**config.mk**
```make
export PLATFORM = sky130hd
export DESIGN_NAME = alarm_time_setter
export DESIGN_NICKNAME = d
export VERILOG_FILES = /design/src/rtl/alarm_time_setter.sv
export SDC_FILE = /design/constraint.sdc
export NUM_CORES = 1
export LEC_CHECK = 0
export CAP_MARGIN = 20
export CORE_MARGIN = 1
export CORE_UTILIZATION = 59
export CTS_CLUSTER_SIZE = 16
export DETAILED_ROUTE_END_ITERATION = 7
export PLACE_DENSITY = 0.84
export SETUP_SLACK_MARGIN = 0.1
export SLEW_MARGIN = 20
export SYNTH_ARGS = -nofsm -noshare
export SYNTH_HDL_FRONTEND = slang
export SYNTH_SLANG_ARGS = --single-unit
```
**constraint.sdc**
```tcl
create_clock -name Clock -period 2.7 [get_ports Clock]
set_input_delay 0.54 -clock Clock [delete_from_list [all_inputs] [get_ports Clock]]
set_output_delay 0.54 -clock Clock [all_outputs]
set_load 0.05 [all_outputs]
```
**src/rtl/alarm_time_setter.sv**
```systemverilog
// ---------------------------------------------------------------------------
// alarm_time_setter
//
// Button-driven editor that writes a 12-hour BCD time word into the
// alarm/time register. Mode steps IDLE -> HOUR -> MIN -> COMMIT -> IDLE.
// Inc advances the hour in HOUR and the minute in MIN. COMMIT lasts one
// cycle and pulses Enable so that the downstream register loads D.
// An edit state with no button activity for TIMEOUT cycles drops back to
// IDLE without loading the register.
//
// Ports:
//   Clock    in   system clock, rising edge
//   Clear    in   asynchronous active-high reset
//   Mode     in   debounced level; rising edge advances the FSM
//   Inc      in   debounced level; rising edge advances the selected field
//   D        out  [12:0] working time word {PM, Htens, Hunits[3:0],
//                 Mtens[2:0], Munits[3:0]}
//   Enable   out  one-cycle load strobe (high only in COMMIT)
//   Editing  out  high while in HOUR or MIN
//   Field    out  [1:0] 00 idle, 01 hour, 10 minute, 11 commit
// ---------------------------------------------------------------------------
module alarm_time_setter #(
    parameter int TIMEOUT = 1000,
    parameter int TW      = 10
) (
    input  logic        Clock,
    input  logic        Clear,
    input  logic        Mode,
    input  logic        Inc,
    output logic [12:0] D,
    output logic        Enable,
    output logic        Editing,
    output logic [1:0]  Field
);

    // State encoding doubles as the Field output code.
    typedef enum logic [1:0] {
        IDLE   = 2'b00,
        HOUR   = 2'b01,
        MIN    = 2'b10,
        COMMIT = 2'b11
    } state_e;

    localparam logic [12:0] RESET_TIME = 13'h0900;  // 12:00 AM

    state_e        state_q;
    logic          mode_prev_q;
    logic          inc_prev_q;
    logic [12:0]   time_q;
    logic          enable_q;
    logic          editing_q;
    logic [TW-1:0] tmo_q;

    logic          mode_edge;
    logic          inc_edge;
    logic          tmo_hit;
    logic [12:0]   hour_next;
    logic [12:0]   min_next;

    // Previous-value registers reset to 1, so a button held through reset
    // does not produce an edge when Clear drops.
    assign mode_edge = Mode & ~mode_prev_q;
    assign inc_edge  = Inc  & ~inc_prev_q;
    assign tmo_hit   = (tmo_q == TW'(TIMEOUT - 1));

    // ------------------------------------------------------------------
    // Hour step: 1..9 in units, 9->10, 10->11, 11->12 toggles PM,
    // 12->1 keeps PM.
    // ------------------------------------------------------------------
    always_comb begin
        logic       pm;
        logic       ht;
        logic [3:0] hu;
        pm = time_q[12];
        ht = time_q[11];
        hu = time_q[10:7];
        if (!ht && hu == 4'd9) begin
            ht = 1'b1;
            hu = 4'd0;
        end else if (ht && hu == 4'd1) begin
            hu = 4'd2;
            pm = ~pm;
        end else if (ht && hu == 4'd2) begin
            ht = 1'b0;
            hu = 4'd1;
        end else begin
            hu = hu + 4'd1;
        end
        hour_next = {pm, ht, hu, time_q[6:0]};
    end

    // ------------------------------------------------------------------
    // Minute step: units 9 carries into tens, 59 wraps to 00 with no
    // carry into the hour.
    // ------------------------------------------------------------------
    always_comb begin
        logic [2:0] mt;
        logic [3:0] mu;
        mt = time_q[6:4];
        mu = time_q[3:0];
        if (mu == 4'd9) begin
            mu = 4'd0;
            mt = (mt == 3'd5) ? 3'd0 : mt + 3'd1;
        end else begin
            mu = mu + 4'd1;
        end
        min_next = {time_q[12:7], mt, mu};
    end

    // ------------------------------------------------------------------
    // FSM with registered outputs. Mode is tested before Inc in every
    // edit state, so a simultaneous press discards the Inc.
    // ------------------------------------------------------------------
    always_ff @(posedge Clock or posedge Clear) begin
        if (Clear) begin
            state_q     <= IDLE;
            mode_prev_q <= 1'b1;
            inc_prev_q  <= 1'b1;
            time_q      <= RESET_TIME;
            enable_q    <= 1'b0;
            editing_q   <= 1'b0;
            tmo_q       <= '0;
        end else begin
            mode_prev_q <= Mode;
            inc_prev_q  <= Inc;
            enable_q    <= 1'b0;

            case (state_q)
                IDLE: begin
                    if (mode_edge) begin
                        state_q   <= HOUR;
                        editing_q <= 1'b1;
                        tmo_q     <= '0;
                    end
                end

                HOUR: begin
                    if (mode_edge) begin
                        state_q <= MIN;
                        tmo_q   <= '0;
                    end else if (inc_edge) begin
                        time_q <= hour_next;
                        tmo_q  <= '0;
                    end else if (tmo_hit) begin
                        // Abandon the edit; time_q keeps what was entered.
                        state_q   <= IDLE;
                        editing_q <= 1'b0;
                        tmo_q     <= '0;
                    end else begin
                        tmo_q <= tmo_q + 1'b1;
                    end
                end

                MIN: begin
                    if (mode_edge) begin
                        state_q   <= COMMIT;
                        editing_q <= 1'b0;
                        enable_q  <= 1'b1;
                        tmo_q     <= '0;
                    end else if (inc_edge) begin
                        time_q <= min_next;
                        tmo_q  <= '0;
                    end else if (tmo_hit) begin
                        state_q   <= IDLE;
                        editing_q <= 1'b0;
                        tmo_q     <= '0;
                    end else begin
                        tmo_q <= tmo_q + 1'b1;
                    end
                end

                // Single-cycle load; enable_q was set on entry and falls
                // here by the default above.
                COMMIT: begin
                    state_q <= IDLE;
                end

                default: begin
                    state_q   <= IDLE;
                    editing_q <= 1'b0;
                end
            endcase
        end
    end

    assign D       = time_q;
    assign Enable  = enable_q;
    assign Editing = editing_q;
    assign Field   = state_q;

endmodule

```
==> results.md <==
* Run status: finished, final reports clean
* Sw power at roughly 0.00088 W
* Largest net degree at the start of global routing at 30
* Yosys cell types at 45
* Setup TNS at 0 ps
* Die Area at approximately 0.0031 mm²
* Sw Share at 0.4668
* Post-DRT Antenna Nets at 0
* PD cells at approximately 940 mW/mm²
* Main combinational cell family by area after synthesis: simple AND/OR/NAND/NOR gates
* Worst setup path class: reg2out
* Slowest CP cell: clkdlybuf4s50_1
* N_diodes at 0
* Min Tclk post-route at around 2300 ps
* Synth area leader: dfrtp_1
* Max Transition Viols Final at 0
* Critical-path cell list: clkdlybuf4s50_1
* Antenna violations before repair at 0
* CP delay by family, top: buffers and inverters
* Num CTS Buffers at 5
* Syn_nets at 200
* Min Hold Slack at ~480 ps
* Post-CTS Resized at 0
* CP Data Arrival Time at approximately 1800 ps
* Fin nets at about 220
* Post-CTS Setup Bufs at 0
* CP startpoint kind: flop
* Mux contribution to synthesized area at 0.03191
* GRT Util Overall at 0.2581
* Iteration-0 DRC count of the detailed router at 37
* Synth Area in Compound Gates at 0.1893
* RD Place Congestion at between 0.9 and 1
* Hold path start: D[12]$_DFFE_PP0P_
* Vias at between 1000 and 1500
* Ys flop type: dfrtp_1
* Io pins at 21
* Post-synthesis cell count at about 190
* Clk Latency, worst-skew pair at 330 ps
* Syn avg cell area at between 9 and 10 µm²
* Die width at roughly 56 µm
* Final Cycle Share at 0.8539
* Rel. slew slack at 0.6600
* Seq cells post-synth at 29
* Yosys warns at 0
* Total clock sinks at 29
* Peak supply drop at between 0.0007 and 0.0008 V
* TritonRoute pass-1 iters at 4
* Synth Cell Area at approximately 0.0017 mm²
* Core area at 0.002758 mm²
* Clock power share at 0.144
* Rows at 19
* Via density at approximately 6.0
* Initial core utilization at 0.6257
* Vias in the first global route at around 1400
* Inst Count DP at 231
* CTS H-tree lvls at 2
* Synth Area in Adders at 0.07977
* Comb power frac at 0.512
* Fraction of registers with async set/reset at 1.000
* Start point of the critical path: D[11]$_DFFE_PP1P_
* Seq/Total Area, Yosys at 0.4235
* Post-synth EDFFs at 0
* Cts hold-fix bufs at 0
* Synth top area share at 0.3626
* Hold Vio Cnt, Final at 0
* Post-DP HPWL at around 2500 µm
* HP Class: reg2reg
* Total Power at about 0.0019 W
* Buffers & Inverters on Critical Path at 1
* Worst slew pin tran at 508.5 ps
* Critical Path RT at 2160 ps
* Clk root buf: clkbuf_4
* First-pass GRT wire length at between 6000 and 7000 µm
* Routed wire per std cell at 14.34 µm
* Reg clk slew, reported paths at 90 ps
* Worst Skew at 6.476 ps
* Max Cap Viol at 0
* Static leakage at around 0.86 nW
* Max stage delay on crit path at slightly above 800 ps
* Synth Area in XOR/XNOR at 0.01523
* Crit-path max FO at 7
* Synth-to-Final Area Change at 15.59%
* Largest cells by area after synthesis: dfrtp_1 36%, ha_1 8.0%, dfstp_2 6.1%, nand2_1 5.0%, a21oi_1 2.6%
* Final global-route overflow total at 0
* DIE HEIGHT at roughly 56 µm
* Int Pwr at around 0.0010 W
* Final setup violating endpoints at 0
* Max clock buf depth at 2
* R2R Path Start: Field[0]$_DFFE_PP0P_
* Port bufs at 20
* RSZ-0062 raised after global routing: false
* CTS tree: built
* Layout cell share with drive strength beyond 1 at 0.09179
* Seq pwr share at 0.344
* DRT Wirelength at 3414 µm
* Drt drc at 0
* Layout Cells excl Fill at 238
* Simple-Gate Fraction of Synth Area at 0.2197
* Fmax at between 400 and 500 MHz
* Crit end category: output port
kinds of logic after synthesis:
| kind of cell | after synthesis |
|---|---|
| mux | 5 |
| buf+inv | 16 |
| fa+ha+maj | 11 |
| flops | 29 |
| compound gates | 48 |
| simple gates | 73 |
| xor+xnor | 3 |
final timing paths:
kind	slack [ps]	end	depth (start not counted)
worst min-delay path	480	D[12]$_DFFE_PP0P_	1
worst max register to register	810	D[10]$_DFFE_PP0P_	6
worst min register to register	480	D[12]$_DFFE_PP0P_	1
worst max-delay path	390	D[11]	1
min in group asynchronous	570	D[3]$_DFFE_PP0P_	3
max in group asynchronous	1830	inc_prev_q$_DFF_PP1_	3
power by group through the flow:
stage	logic, W	registers (W)	clock network (W)
after global placement	0.000935	0.000645	0
after global routing	0.00106	0.000665	0.000292
final	0.000959	0.000645	0.000270
after detailed placement	0.000959	0.000653	0
after CTS	0.000963	0.000645	0.000276
after floorplan	0.000475	0.000872	0
routing by layer:
metal,track usage,up-vias,part of all wire
met3,0.07674,7,0.044
met5,0,-,0
met1,0.3431,691,0.48
met4,0.09408,0,0.020
met2,0.4014,33,0.46
li1,-,703,-
final cells by class:
class	count	area (µm²)
clock buffer	7	55.05
fill	233	763.2
inverter	10	37.54
multi-input combinational	140	924.6
sequential	29	730.7
tap	31	38.79
timing repair buffer	21	207.7
synthesized netlist by cell type (3+ instances only):
library cell / number
dfrtp_1: 25
nand2_1: 23
ha_1: 11
inv_1: 10
nor2_1: 10
a21oi_1: 9
o21ai_0: 9
nand3_1: 8
a2bb2oi_1: 4
and3_1: 4
dfstp_2: 4
mux2_2: 4
nand4_1: 4
nor2b_1: 4
o21a_1: 4
a31oi_1: 3
clkbuf_1: 3
nor3b_1: 3
o211ai_1: 3
o31ai_1: 3
or3_1: 3
xnor2_1: 3
state kept, by name, indices dropped and copies added (netlist names):
register,cells
Field,2
tmo_q,10
Enable,1
D,13
Editing,1
mode_prev_q,1
inc_prev_q,1
stage by stage:
stage,utilization,cell area [µm²],setup slack [ps]
3_5_place_dp,0.7033,1939,467.6
3_3_place_gp,0.7033,1939,512.6
4_1_cts,0.7232,1994,389.7
5_1_grt,0.7232,1994,333.1
6_report,0.7232,1994,394.5
2_1_floorplan,-,1725,676.6
placed cells by master, fill, tap and decap left out, drive strengths merged, types with 2 or more instances in the layout:
cell and instances:
a21boi 2, a21o 3, a21oi 9, a2bb2oi 4, a31oi 3, and2 2, and3 4, clkbuf 7
clkdlybuf4s50 20, dfrtp 25, dfstp 4, ha 11, inv 10, mux2 4, nand2 23, nand2b 2
nand3 8, nand4 4, nor2 11, nor2b 4, nor3 2, nor3b 3, o211ai 3, o21a 4
o21ai 11, o31ai 3, or2 2, or3 3, or4 2, xnor2 3
Note: power is estimated with default switching activity, not from simulation.
